`config.mk`:
```
export PLATFORM = sky130hd
export DESIGN_NAME = ahb2apb_bridge_mp
export DESIGN_NICKNAME = d
export VERILOG_FILES = /design/src/rtl/ahb_apb_pkg.sv /design/src/rtl/ahb2apb_slv_decode.sv /design/src/rtl/ahb2apb_bridge_mp.sv
export SDC_FILE = /design/constraint.sdc
export NUM_CORES = 1
export LEC_CHECK = 0
export ABC_AREA = 1
export BUFFER_PORTS_ARGS = -buffer_cell sky130_fd_sc_hd__buf_2
export CAP_MARGIN = 40
export CORE_AREA = 4 4 121 123
export DETAILED_ROUTE_END_ITERATION = 6
export DIE_AREA = 0 0 125 127
export GPL_TIMING_DRIVEN = 0
export PLACE_DENSITY = 0.86
export SETUP_SLACK_MARGIN = 0.1
export SLEW_MARGIN = 5
export SYNTH_ARGS = -nofsm -noshare
export SYNTH_HDL_FRONTEND = slang
export SYNTH_SLANG_ARGS = --single-unit
```
`constraint.sdc`:
```
create_clock -name ahb_clk -period 1.8 [get_ports ahb_clk]
set_input_delay 0.18 -clock ahb_clk [delete_from_list [all_inputs] [get_ports ahb_clk]]
set_output_delay 0.18 -clock ahb_clk [all_outputs]
set_load 0.005 [all_outputs]
```
`src/rtl/ahb_apb_pkg.sv`:
```
// Shared encodings for the AHB-Lite to APB bridge: HTRANS/HRESP codes, FSM states
// and a constant-safe ceil(log2) helper.
package ahb_apb_pkg;

  localparam logic [1:0] HTRANS_IDLE   = 2'b00;
  localparam logic [1:0] HTRANS_BUSY   = 2'b01;
  localparam logic [1:0] HTRANS_NONSEQ = 2'b10;
  localparam logic [1:0] HTRANS_SEQ    = 2'b11;

  localparam logic HRESP_OKAY  = 1'b0;
  localparam logic HRESP_ERROR = 1'b1;

  typedef enum logic [2:0] {
    ST_IDLE   = 3'd0,
    ST_SETUP  = 3'd1,
    ST_ACCESS = 3'd2,
    ST_ERR1   = 3'd3,
    ST_ERR2   = 3'd4
  } state_e;

  function automatic int clog2(input longint unsigned v);
    int r;
    r = 0;
    while ((64'd1 << r) < v) r = r + 1;
    return r;
  endfunction

  // IDLE and BUSY carry no transfer; only NONSEQ/SEQ start one.
  function automatic logic trans_active(input logic [1:0] htrans);
    logic act;
    case (htrans)
      HTRANS_IDLE:   act = 1'b0;
      HTRANS_BUSY:   act = 1'b0;
      HTRANS_NONSEQ: act = 1'b1;
      HTRANS_SEQ:    act = 1'b1;
      default:       act = 1'b0;
    endcase
    return act;
  endfunction

endpackage

```
`src/rtl/ahb2apb_slv_decode.sv`:
```
// Combinational APB window decoder: address -> hit flag, one-hot select and slave index.
// Offset arithmetic wraps at ADDR_W bits, so addresses below the base fall out as misses.
module ahb2apb_slv_decode
  import ahb_apb_pkg::*;
#(
  parameter int                ADDR_W   = 32,
  parameter int                NUM_SLV  = 4,
  parameter int                IDX_W    = 2,
  parameter logic [ADDR_W-1:0] SLV_BASE = 32'h0020_0000,
  parameter logic [ADDR_W-1:0] SLV_SIZE = 32'h0004_0000
) (
  input  logic [ADDR_W-1:0]  addr,
  output logic               hit,
  output logic [NUM_SLV-1:0] sel,
  output logic [IDX_W-1:0]   idx
);

  localparam int SHIFT = clog2(SLV_SIZE);

  logic [ADDR_W-1:0] off;
  logic [ADDR_W-1:0] slot;

  always_comb begin
    off  = addr - SLV_BASE;
    slot = off >> SHIFT;
    hit  = (slot < ADDR_W'(NUM_SLV));
    idx  = slot[IDX_W-1:0];
    sel  = '0;
    for (int i = 0; i < NUM_SLV; i++) sel[i] = hit && (slot == ADDR_W'(i));
  end

endmodule

```
`src/rtl/ahb2apb_bridge_mp.sv`:
```
// Single-clock AHB-Lite slave to NUM_SLV-way APB master bridge with two-cycle ERROR and PREADY timeout.
// Define AHB2APB_APB4_EN to add the APB4 PSTRB/PPROT outputs.
// Handshake: an AHB transfer is taken when HSEL & HREADY & HTRANS active while HREADYOUT=1 (IDLE/ERR2);
// an APB access completes on the first ACCESS cycle with PREADY of the selected slave high.
module ahb2apb_bridge_mp
  import ahb_apb_pkg::*;
#(
  parameter int                ADDR_W   = 32,
  parameter int                DATA_W   = 32,
  parameter int                NUM_SLV  = 4,
  parameter logic [ADDR_W-1:0] SLV_BASE = 32'h0020_0000,
  parameter logic [ADDR_W-1:0] SLV_SIZE = 32'h0004_0000,
  parameter int                TIMEOUT  = 256
) (
  input  logic                      ahb_clk,
  input  logic                      ahb_reset,
  input  logic                      HSEL,
  input  logic [ADDR_W-1:0]         HADDR,
  input  logic [1:0]                HTRANS,
  input  logic                      HWRITE,
  input  logic [2:0]                HSIZE,
  input  logic [3:0]                HPROT,
  input  logic [DATA_W-1:0]         HWDATA,
  input  logic                      HREADY,
  output logic                      HREADYOUT,
  output logic                      HRESP,
  output logic [DATA_W-1:0]         HRDATA,
  output logic [ADDR_W-1:0]         PADDR,
  output logic [NUM_SLV-1:0]        PSEL,
  output logic                      PENABLE,
  output logic                      PWRITE,
  output logic [DATA_W-1:0]         PWDATA,
  input  logic [NUM_SLV*DATA_W-1:0] PRDATA,
  input  logic [NUM_SLV-1:0]        PREADY,
  input  logic [NUM_SLV-1:0]        PSLVERR,
`ifdef AHB2APB_APB4_EN
  output logic [DATA_W/8-1:0]       PSTRB,
  output logic [2:0]                PPROT,
`endif
  output logic [2:0]                dbg_state
);

  localparam int IDX_W = (NUM_SLV > 1) ? clog2(NUM_SLV) : 1;
  localparam int TMR_W = (TIMEOUT > 1) ? clog2(TIMEOUT) : 1;

  state_e               state_q, state_d;
  logic [ADDR_W-1:0]    addr_q, addr_d;
  logic                 write_q, write_d;
  logic [NUM_SLV-1:0]   sel_q, sel_d;
  logic [IDX_W-1:0]     idx_q, idx_d;
  logic [DATA_W-1:0]    pwdata_q, pwdata_d;
  logic [DATA_W-1:0]    hrdata_q, hrdata_d;
  logic [TMR_W-1:0]     timer_q, timer_d;

  logic                 dec_hit;
  logic [NUM_SLV-1:0]   dec_sel;
  logic [IDX_W-1:0]     dec_idx;
  logic                 accept, slv_ready, slv_err, timed_out;
  logic [DATA_W-1:0]    slv_rdata;

  ahb2apb_slv_decode #(
    .ADDR_W  (ADDR_W),
    .NUM_SLV (NUM_SLV),
    .IDX_W   (IDX_W),
    .SLV_BASE(SLV_BASE),
    .SLV_SIZE(SLV_SIZE)
  ) u_decode (
    .addr(HADDR),
    .hit (dec_hit),
    .sel (dec_sel),
    .idx (dec_idx)
  );

  always_comb begin
    accept    = ((state_q == ST_IDLE) || (state_q == ST_ERR2)) && HSEL && HREADY && trans_active(HTRANS);
    slv_ready = PREADY[idx_q];
    slv_err   = PSLVERR[idx_q];
    slv_rdata = PRDATA[idx_q*DATA_W +: DATA_W];
    timed_out = (TIMEOUT != 0) && (int'(timer_q) == TIMEOUT - 1);
  end

  always_ff @(posedge ahb_clk) begin
    if (ahb_reset) state_q <= ST_IDLE;
    else           state_q <= state_d;
  end

  // A completing PREADY wins over a timeout expiring in the same cycle.
  always_comb begin
    state_d = state_q;
    case (state_q)
      ST_IDLE, ST_ERR2: begin
        if (accept) state_d = dec_hit ? ST_SETUP : ST_ERR1;
        else        state_d = ST_IDLE;
      end
      ST_SETUP:  state_d = ST_ACCESS;
      ST_ACCESS: begin
        if (slv_ready)      state_d = slv_err ? ST_ERR1 : ST_IDLE;
        else if (timed_out) state_d = ST_ERR1;
      end
      ST_ERR1:   state_d = ST_ERR2;
      default:   state_d = ST_IDLE;
    endcase
  end

  always_comb begin
    HREADYOUT = (state_q == ST_IDLE) || (state_q == ST_ERR2);
    HRESP     = ((state_q == ST_ERR1) || (state_q == ST_ERR2)) ? HRESP_ERROR : HRESP_OKAY;
    PSEL      = ((state_q == ST_SETUP) || (state_q == ST_ACCESS)) ? sel_q : '0;
    PENABLE   = (state_q == ST_ACCESS);
    PWDATA    = ((state_q == ST_SETUP) && write_q) ? HWDATA : pwdata_q;
  end

  assign HRDATA    = hrdata_q;
  assign PADDR     = addr_q;
  assign PWRITE    = write_q;
  assign dbg_state = state_q;

  // Write data arrives in the AHB data phase, which is the SETUP cycle.
  always_comb begin
    addr_d   = addr_q;
    write_d  = write_q;
    sel_d    = sel_q;
    idx_d    = idx_q;
    pwdata_d = pwdata_q;
    hrdata_d = hrdata_q;
    timer_d  = '0;
    if (accept && dec_hit) begin
      addr_d  = HADDR;
      write_d = HWRITE;
      sel_d   = dec_sel;
      idx_d   = dec_idx;
    end
    if ((state_q == ST_SETUP) && write_q) pwdata_d = HWDATA;
    if (state_q == ST_ACCESS) begin
      if (!slv_ready && !timed_out)       timer_d  = timer_q + 1'b1;
      else if (slv_ready && !slv_err && !write_q) hrdata_d = slv_rdata;
    end
  end

  always_ff @(posedge ahb_clk) begin
    if (ahb_reset) begin
      addr_q   <= '0;
      write_q  <= 1'b0;
      sel_q    <= '0;
      idx_q    <= '0;
      pwdata_q <= '0;
      hrdata_q <= '0;
      timer_q  <= '0;
    end else begin
      addr_q   <= addr_d;
      write_q  <= write_d;
      sel_q    <= sel_d;
      idx_q    <= idx_d;
      pwdata_q <= pwdata_d;
      hrdata_q <= hrdata_d;
      timer_q  <= timer_d;
    end
  end

`ifdef AHB2APB_APB4_EN
  localparam int STRB_W = DATA_W / 8;
  localparam int LANE_W = clog2(STRB_W);

  logic [STRB_W-1:0] pstrb_q, pstrb_d;
  logic [2:0]        pprot_q, pprot_d;
  logic              unused_hprot;

  // Byte b is written when it shares the 2^size-aligned block containing the start lane.
  function automatic logic [STRB_W-1:0] size_strb(input logic [2:0] size, input logic [LANE_W-1:0] lane);
    logic [STRB_W-1:0] m;
    m = '0;
    for (int b = 0; b < STRB_W; b++) m[b] = ((b >> size) == (int'(lane) >> size));
    return m;
  endfunction

  always_comb begin
    pstrb_d = pstrb_q;
    pprot_d = pprot_q;
    if (accept && dec_hit) begin
      pstrb_d = HWRITE ? size_strb(HSIZE, HADDR[LANE_W-1:0]) : '0;
      pprot_d = {~HPROT[0], 1'b1, HPROT[1]};
    end
  end

  always_ff @(posedge ahb_clk) begin
    if (ahb_reset) begin
      pstrb_q <= '0;
      pprot_q <= '0;
    end else begin
      pstrb_q <= pstrb_d;
      pprot_q <= pprot_d;
    end
  end

  assign PSTRB        = pstrb_q;
  assign PPROT        = pprot_q;
  assign unused_hprot = ^HPROT[3:2];
`else
  logic unused_sideband;
  assign unused_sideband = ^{HSIZE, HPROT};
`endif

endmodule

```
* Word-level counts from Yosys, hierarchy flattened
Cells that the tools add are included.
Word-level totals: word-level logic and storage cells 68, register bits after elaboration 114, input port bits 214, output and inout port bits 107
Operators by class: reduce and logical (&&, ||, !) cells 27, mux-type cells 14, bitwise logic cells 2, shift-type cells 1, add/sub/neg operators 2, order comparisons 2, eq/ne operators 12
Operators by type and width (number):
- 128-bit by 8-bit variable part select with 32-bit output | 1
- 32-bit zero test | 1
- 32-bit two-way mux | 1
- 32-bit by 22-bit subtractor with 32-bit output, second input constant | 1
- 14-bit by 2-bit equality test with 1-bit output, second input constant | 2
- 14-bit by 1-bit equality test with 1-bit output, second input constant | 1
- 14-bit by 3-bit less-than comparator with 1-bit output, second input constant | 1
- 1-bit logical AND | 12
- 3-bit case mux with 4 select lines | 1
- 8-bit by 1-bit adder with 8-bit output, second input constant | 1
- 8-bit by 1-bit equality test with 1-bit output, second input constant | 1
- 3-bit by 2-bit equality test with 1-bit output, second input constant | 2
- 2-bit two-way mux | 3
- 3-bit two-way mux | 2
- 2-bit OR reduction | 3
- 1-bit binary-select mux with 2-bit select | 2
- 2-bit equality test, second input constant | 2
- 1-bit zero test | 4
- 4-bit two-way mux | 1
- 3-bit by 1-bit equality test with 1-bit output, second input constant | 1
- 3-bit equality test, second input constant | 1
- 3-bit zero test | 1
- 1-bit logical OR | 3
- 2-bit by 3-bit less-than comparator with 1-bit output, second input constant | 1
- other kinds (8) | 11

* Longest topological paths before layout
Gate-level depths: netlist of run 1.
depth after elaboration 7, gate-level depth with buffers 12, mapped depth without buffers 11

* Hierarchy
A second synthesis of run 1 with hierarchy kept.
Second synthesis, totals: cell total of the unflattened synthesis 884, area, all modules 5622.9 µm²
By module, submodules not included:
- ahb2apb_bridge_mp | instances 1, area each 5469.0 µm², cells each 850, seq. area each 2282.2 µm²
- ahb2apb_slv_decode | instances 1, area each 153.9 µm², cells each 34, seq. area each 0.0 µm²

* Least setup slack after synthesis of run 1
No wires, ideal clock.
path type input to register, from input port HADDR[21], to register addr_q[10] (netlist: PADDR[10]), setup slack 231 ps, library setup time 113 ps, required time 1687 ps, path buffers 2, stages 11, arrival time 1456 ps, cell sequence inv_1 ha_1 nand3_1 nor3_2 nand3_2 nor2_4 nand2_2 buf_6 buf_6 nor2_1 nor2_1
Between the ends: longest elaborated chain between the ends 3
Ends and longest elaborated chain:
- start: declaration | RTL line ahb2apb_bridge_mp.sv:18 | input logic [ADDR_W-1:0] HADDR,
- 32-bit by 22-bit subtractor with 32-bit output | RTL line ahb2apb_slv_decode.sv:24 | off = addr - SLV_BASE;
- 14-bit by 3-bit less-than comparator with 1-bit output | RTL line ahb2apb_slv_decode.sv:26 | hit = (slot < ADDR_W'(NUM_SLV));
- 1-bit logical AND | RTL line ahb2apb_bridge_mp.sv:127 | if (accept && dec_hit) begin
- end signal: assignment | RTL line ahb2apb_bridge_mp.sv:150 | addr_q <= addr_d;
- end: declaration | RTL line ahb2apb_bridge_mp.sv:47 | logic [ADDR_W-1:0] addr_q, addr_d;
Every way passes these cells. A chain may end at the register's enable or synchronous reset.

* Final worst setup path of run 1
from register state_q[2] (netlist: dbg_state[2]), to output port PWDATA[14]
Between the ends: longest elaborated chain between the ends 3
Ends and longest elaborated chain:
- start: declaration | RTL line ahb2apb_bridge_mp.sv:46 | state_e state_q, state_d;
- start signal: assignment | RTL line ahb2apb_bridge_mp.sv:84 | else state_q <= state_d;
- 3-bit by 1-bit equality test with 1-bit output | RTL line ahb2apb_bridge_mp.sv:110 | PWDATA = ((state_q == ST_SETUP) && write_q) ? HWDATA : pwdata_q;
- 1-bit logical AND | RTL line ahb2apb_bridge_mp.sv:110
- 32-bit two-way mux
- end: declaration | RTL line ahb2apb_bridge_mp.sv:32 | output logic [DATA_W-1:0] PWDATA,
Every way passes these cells.

==> results of run 1 <==
-- kinds of logic (layout without fill, tap and decap cells) --
| family | after synthesis | count (layout) | share of synthesized area, % |
|---|---|---|---|
| buffers and inverters | 174 | 518 | 12.4 |
| AOI/OAI and AO/OA | 178 | 178 | 19.3 |
| DFF | 112 | 112 | 39.5 |
| adders and majority gates | 2 | 2 | 0.441 |
| xor gates and xnor gates | 5 | 5 | 0.772 |
| other | 0 | 1 | 0 |
| and+or+nand+nor | 375 | 375 | 27.5 |
-- power groups by stage --
stage	combinational [uW]	sequential [uW]	clock (uW)
after floorplan	197	2580	0
after global placement	512	2580	0
after detailed placement	519	2580	0
after CTS	551	2520	1990
after global routing	640	2520	2100
final	576	2520	1930
-- stage by stage --
step                cells  hold slack [ns]  area, um^2  setup slack, ns
detailed placement   1337            0.408        7460           -0.664
finish               1371           0.0481        8160           -0.172
global placement     1337            0.402        7460           -0.652
CTS                  1366           0.0391        8020           -0.213
global route         1371           0.0526        8160           -0.267
floorplan             846            0.315        5680            0.231
-- final timing paths --
| check | endpoint | slack, ns | cells past startpoint |
|---|---|---|---|
| max reg2reg | HRDATA[29] | 0.17 | 7 |
| min reg2reg | timer_q[0] | 0.45 | 1 |
| min | PADDR[10] | 0.05 | 3 |
| max | PWDATA[14] | -0.17 | 9 |
-- repair_timing --
action	in CTS	in global routing
setup endpoints to repair	128	82
pin swaps	7	7
gates resized for setup	67	52
setup buffers	10	4
cloned	3	0
-- state kept, by name, indices dropped and copies added, names as in the netlist --
| name | flops |
|---|---|
| HRDATA | 32 |
| PADDR | 32 |
| PWRITE | 1 |
| dbg_state | 3 |
| pwdata_q | 32 |
| sel_q | 4 |
| timer_q | 8 |
-- final cells by class --
| type | count | share of cell area [%] |
|---|---|---|
| Buffer | 54 | 4.65 |
| Multi-Input combinational cell | 560 | 35.0 |
| Antenna cell | 1 | 0.0307 |
| Clock buffer | 10 | 2.93 |
| Inverter | 120 | 5.55 |
| Clock inverter | 6 | 0.629 |
| Tap cell | 180 | 2.76 |
| Timing Repair Buffer | 328 | 20.8 |
| Sequential cell | 112 | 27.6 |
-- layout by cell type (no fill, tap or decap), drive strengths merged --
cell type  count
and3           1
nand2         69
buf          352
a211oi        32
nand4          3
inv          121
a31oi          1
dfxtp        112
or2           32
nor3           7
a21oi         42
xor2           1
diode          1
clkbuf        40
clkinv         5
o22ai          1
o32ai         32
nand3         17
nor2         246
o21ai         70
ha             2
xnor2          4
-- critical path: cells and delay by family (launching register included) --
kind                   cells  cell delay (ns)
buffers and inverters      5             0.57
AND/OR/NAND/NOR            3             0.43
flip-flops                 1             0.34
AO/OA/AOI/OAI              1             0.11
-- layer usage --
metal	track usage (%)	up-vias	wire [um]
met5	0	-	0
met4	9.95	0	479
met3	5.98	37	1640
met2	43.5	281	10200
met1	27.5	3091	7930
li1	-	3386	-
==> key figures, run 1 <==
Synthesis
  • Yosys top cell area share: about two fifths
  • Synth top area cells: dfxtp_1 (40%), nor2_1 (16%), inv_1 (7.7%)
  • Post-synthesis sequential area ratio: about two fifths
  • Cell variety after synth: 31
  • Synthesized flop and latch total: roughly 110
  • Synth area leader: dfxtp_1
  • Syn_nets: around 1100
  • Synth top cells by count: nor2_1 (243), inv_1 (117), dfxtp_1 (112)
  • Mean Syn Cell Area: around 6.7 um^2
  • Main synth FF type: dfxtp_1
  • Most numerous cell in the Yosys netlist: nor2_1
  • Async set-reset flop share out of synthesis: 0%
  • Ys Warns: 0
  • Cells after Synth: about 850
  • Mapped Area: 0.00568 mm^2
  • Number of synthesized flops with an enable pin: 0

Power
  • Comb pwr share: a little under an eighth
  • Pwr per Cell Area: between 600 and 700 mW/mm^2
  • Peak supply drop: ~530 uV
  • Net Switching: around 1200 uW
  • Reg power frac: 50.1%
  • Clock share of power: 38.4%
  • Cell internal pwr: ~3800 uW
  • Final Power: 5030 uW
  • Leakage power: ~0.0043 uW
  • Switching share of power: between 20% and 30%

STA
  • Max Fclk: around 500 MHz
  • Setup-failing EPs final: 32
  • Setup ws final: -0.172 ns
  • RSZ-0062 raised after global routing: true
  • Actual slew at the worst max-slew pin: between 0.4 and 0.5 ns
  • Slew Viols, Final: 0
  • Post-route minimum period: around 2.0 ns
  • Fin. Hold Viols: 0
  • Clk_skew: around 0.008 ns
  • Final period utilization: 110%
  • Rel. slew slack: 67.4%
  • Final setup TNS: -4.31 ns

Die
  • Rows: between 40 and 50
  • Core ar.: roughly 0.014 mm^2
  • Total die area: around 0.016 mm^2
  • Chip Width: 125 um
  • Initial Utilization: 41.5%
  • Die Y: between 100 and 150 um
  • Io pins: between 300 and 400

Place
  • Hpwl dp: between 15 and 20 mm
  • Number of port buffers: slightly above 300
  • Routability cong.: around 0.94

Global routing
  • Grt ovf: 0
  • Number of global-route vias before repair: ~6700
  • Largest net degree at the start of global routing: 20
  • First-pass GRT wire length: between 30 and 40 mm
  • GRT Total Usage: roughly a quarter
  • Initial antenna violation count: 1

Clock network
  • H-tree Lvls: 3
  • CTS tree: done
  • Inserted Clock Buffers: 9
  • Clock Pin Slew Worst Setup and Hold Paths: around 0.070 ns
  • Clk_lat worst skew: between 0.3 and 0.4 ns
  • CTS Root Buffer Type: clkbuf_16
  • Hold_buf cts: 0
  • CTS max path bufs: 2
  • CTS sink cnt: around 110

Cells and area
  • Share of cells above drive strength 1: 39.2%
  • Util after Layout: between 50% and 60%
  • FF/Latch Area: between 0.002 and 0.0025 mm^2
  • Total Nets Final: ~1400
  • Filler cell count: about 1300
  • Footprint of the multi-input gates: 0.00286 mm^2
  • Synth-to-Final Area Change: 43.7%

Detailed routing
  • Post-route DRC: 0
  • Starting DRC count in detailed routing: 390
  • Antenna-violating nets left: 0
  • Post-DR wirelength/cell: around 15 um
  • Vias: a little under 7000
  • Total Wirelength: between 20 and 25 mm
  • Initial DRT Pass Iterations: 5
  • Vias per cell: 4.96

Worst setup path
  • CP arrival: approximately 1.8 ns
  • Crit path from: dbg_state[2]
  • Worst Path Required: 1.62 ns
  • Crit-path cells: nor3_4 > inv_2 > nor2_4 > buf_12 > clkbuf_4 > or2_2 > inv_1 > a21oi_1 > buf_2
  • Startpoint Class: flop
  • Worst r2r src: PADDR[18]
  • WS Path Type: flop to output pin
  • Max FO, Critical Path: 9
  • Largest stage delay on the critical path: about 0.34 ns
  • Crit-path slowest cell: dfxtp_2
  • Crit. End Element: output pin

Status
  • Failing checks: setup timing
  • Outcome: finished with violations

Worst hold path
  • Hold Path Origin: HADDR[10]
  • Hold/Removal Path Class: primary input to flop

Flow run
  • Maxcap violations: 0
Note: power is estimated with default switching activity, not from simulation.
==> inputs of run 2 (changes only) <==
- GPL_TIMING_DRIVEN: 0 -> unset
==> run 2 against run 1 <==
  * The flow still finishes with violations (setup timing)
  * Die area did not move
  * Combinational power fell by 4.7%
  * Non-clock buffer count fell by 26
  * Register-to-register slack got worse by 0.03 ns
  * Setup slack got worse by 0.076 ns
  * Worst hold slack barely moved
  * Critical endpoint is now PWDATA[30]
  * Clock power rose by 20%
  * Count of clock-buffer cells in the layout rose by 1
  * Global-route usage fell by 1.5 points
  * Sequential share of layout area fell by 0.60 points
==> key figures, run 2 (synthesized netlist as in run 1, its figures left out) <==
Clock network
  • Clk_lat worst skew: around 0.35 ns
  • CTS max path bufs: 2
  • CTS sink cnt: 112
  • Hold_buf cts: 0
  • CTS tree: done
  • Inserted Clock Buffers: 9
  • Clock Pin Slew Worst Setup and Hold Paths: roughly 0.070 ns
  • CTS Root Buffer Type: clkbuf_16
  • H-tree Lvls: 3

Global routing
  • Grt ovf: 0
  • Number of global-route vias before repair: 6112
  • GRT Total Usage: 22.7%
  • Initial antenna violation count: 1
  • Largest net degree at the start of global routing: 66
  • First-pass GRT wire length: around 30 mm

Die
  • Chip Width: 125 um
  • Core ar.: around 0.014 mm^2
  • Die Y: around 130 um
  • Initial Utilization: 41.5%
  • Rows: between 40 and 50
  • Total die area: ~0.016 mm^2
  • Io pins: 321

Place
  • Number of port buffers: 312
  • Pre-CTS WS: -0.0312 ns
  • Cell Area, Placed: ~0.0075 mm^2
  • Routability cong.: approximately 0.89
  • Hpwl dp: between 10 and 15 mm

Cells and area
  • Final Cell Area: between 0.008 and 0.009 mm^2
  • Util after Layout: between 60% and 70%
  • Synth-to-Final Area Change: 46.9%
  • Share of cells above drive strength 1: approximately two fifths
  • Most frequent cells in the layout: buf_2 (312), nor2_1 (238), dfxtp_1 (107), inv_1 (93), o21ai_0 (69)
  • FF/Latch Area: 0.00225 mm^2
  • Filler cell count: between 1000 and 1500
  • Commonest non-fill, non-tap cell in the layout: buf_2
  • Total Nets Final: 1375
  • Footprint of the multi-input gates: between 0.002 and 0.003 mm^2

STA
  • Slew Viols, Final: 0
  • Actual slew at the worst max-slew pin: approximately 0.48 ns
  • RSZ-0062 raised after global routing: true
  • Max Fclk: around 500 MHz
  • Setup ws final: -0.248 ns
  • Clk_skew: roughly 0.009 ns
  • Setup-failing EPs final: 32
  • Final period utilization: 114%
  • Rel. slew slack: 68.2%
  • Fin. Hold Viols: 0
  • Post-route minimum period: a little over 2 ns

Worst setup path
  • WS Path Type: flop to output pin
  • Startpoint Class: flop
  • CP arrival: approximately 1.9 ns
  • Worst Path Required: between 1.5 and 2 ns
  • Crit. End Element: output pin
  • Max FO, Critical Path: 6
  • Worst-case reg-to-reg path depth: 8

Worst hold path
  • Hold path cells: 3
  • Hold/Removal Path Class: primary input to flop

Detailed routing
  • Post-route DRC: 0
  • Met2 wire length: roughly 9.5 mm
  • Initial DRT Pass Iterations: 7
  • Total Wirelength: 19.1 mm
  • Vias: 6605
  • Vias per cell: between 4 and 5
  • Highest routed layer: met4
  • WL met1: 7.37 mm
  • Antenna-violating nets left: 0
  • Post-DR wirelength/cell: 14.2 um
  • Starting DRC count in detailed routing: 329
  • Met3 wire length: between 1.5 and 2 mm

Flow run
  • Maxcap violations: 0

Status
  • Outcome: finished with violations
  • Failing checks: setup timing

Power
  • Switching share of power: 22.4%
  • Peak supply drop: around 590 uV
  • Reg power frac: a little under half
  • Net Switching: ~1200 uW
  • Comb pwr share: roughly a tenth
  • Cell internal pwr: around 4200 uW
  • Final Power: roughly 5400 uW
  • Clock share of power: between 40% and 50%
  • Pwr per Cell Area: about 650 mW/mm^2
  • Leakage power: 0.00433 uW
run 2: changes by cell type in the layout (fill, tap and decap cells not counted), moves of 11 or more:
cell | before | now
o21ai_1 | 13 | 1
o21ai_0 | 52 | 69
or2_4 | 0 | 15
inv_1 | 113 | 93
clkbuf_1 | 12 | 1
inv_2 | 5 | 25
or2_2 | 32 | 17
run 2: worst paths after layout:
path              slack, ns         start           end
setup / recovery      -0.25  dbg_state[2]    PWDATA[30]
hold / removal         0.05      HADDR[8]      PADDR[8]
setup reg to reg       0.14  dbg_state[2]  pwdata_q[16]
hold reg to reg        0.45    timer_q[0]    timer_q[0]
run 2: worst max-delay path: stages (launching register included):
cell and delay, ns:
dfxtp_2 0.34, nor3_4 0.22, inv_2 0.08, nor2_4 0.15
buf_6 0.13, buf_12 0.11, buf_16 0.12, or2_4 0.11
inv_2 0.04, a21oi_2 0.10, buf_2 0.13
run 2: area by class of cell:
type | instances | area share, %
Sequential cell | 112 | 27.0
Tap cell | 180 | 2.70
Antenna cell | 1 | 0.0300
Clock inverter | 4 | 1.22
Clock buffer | 11 | 2.91
Timing Repair Buffer | 356 | 26.0
Inverter | 120 | 5.43
Multi-Input combinational cell | 560 | 34.7
run 2: timing repair:
action / CTS / global route
setup endpoints to repair: 68 / 89
pin swaps: 5 / 4
endpoints found under the hold margin: 0 / 0
buffers inserted: 12 / 0
gates resized for setup: 74 / 13
gates cloned: 7 / 0
run 2: power by group through the flow:
| stage | combinational (uW) | clock (uW) | sequential, uW |
|---|---|---|---|
| 4_1_cts | 544 | 2370 | 2520 |
| 5_1_grt | 614 | 2480 | 2520 |
| 2_1_floorplan | 197 | 0 | 2580 |
| 3_5_place_dp | 523 | 0 | 2580 |
| 3_3_place_gp | 516 | 0 | 2570 |
| 6_report | 549 | 2320 | 2520 |
run 2: metal layers:
metal,track usage [%],vias up
li1,-,3334
met1,25.2,2955
met2,40.1,267
met3,6.65,49
met4,10.6,0
met5,0,-
run 2: through the flow:
stage / cells / setup TNS, ns / hold WS (ns)
floorplan: 846 / 0 / 0.315
finish: 1344 / -5.98 / 0.0486
global placement: 1309 / 0 / 0.401
CTS: 1343 / -7.31 / 0.0401
global route: 1344 / -8.54 / 0.0621
detailed placement: 1309 / -0.104 / 0.406
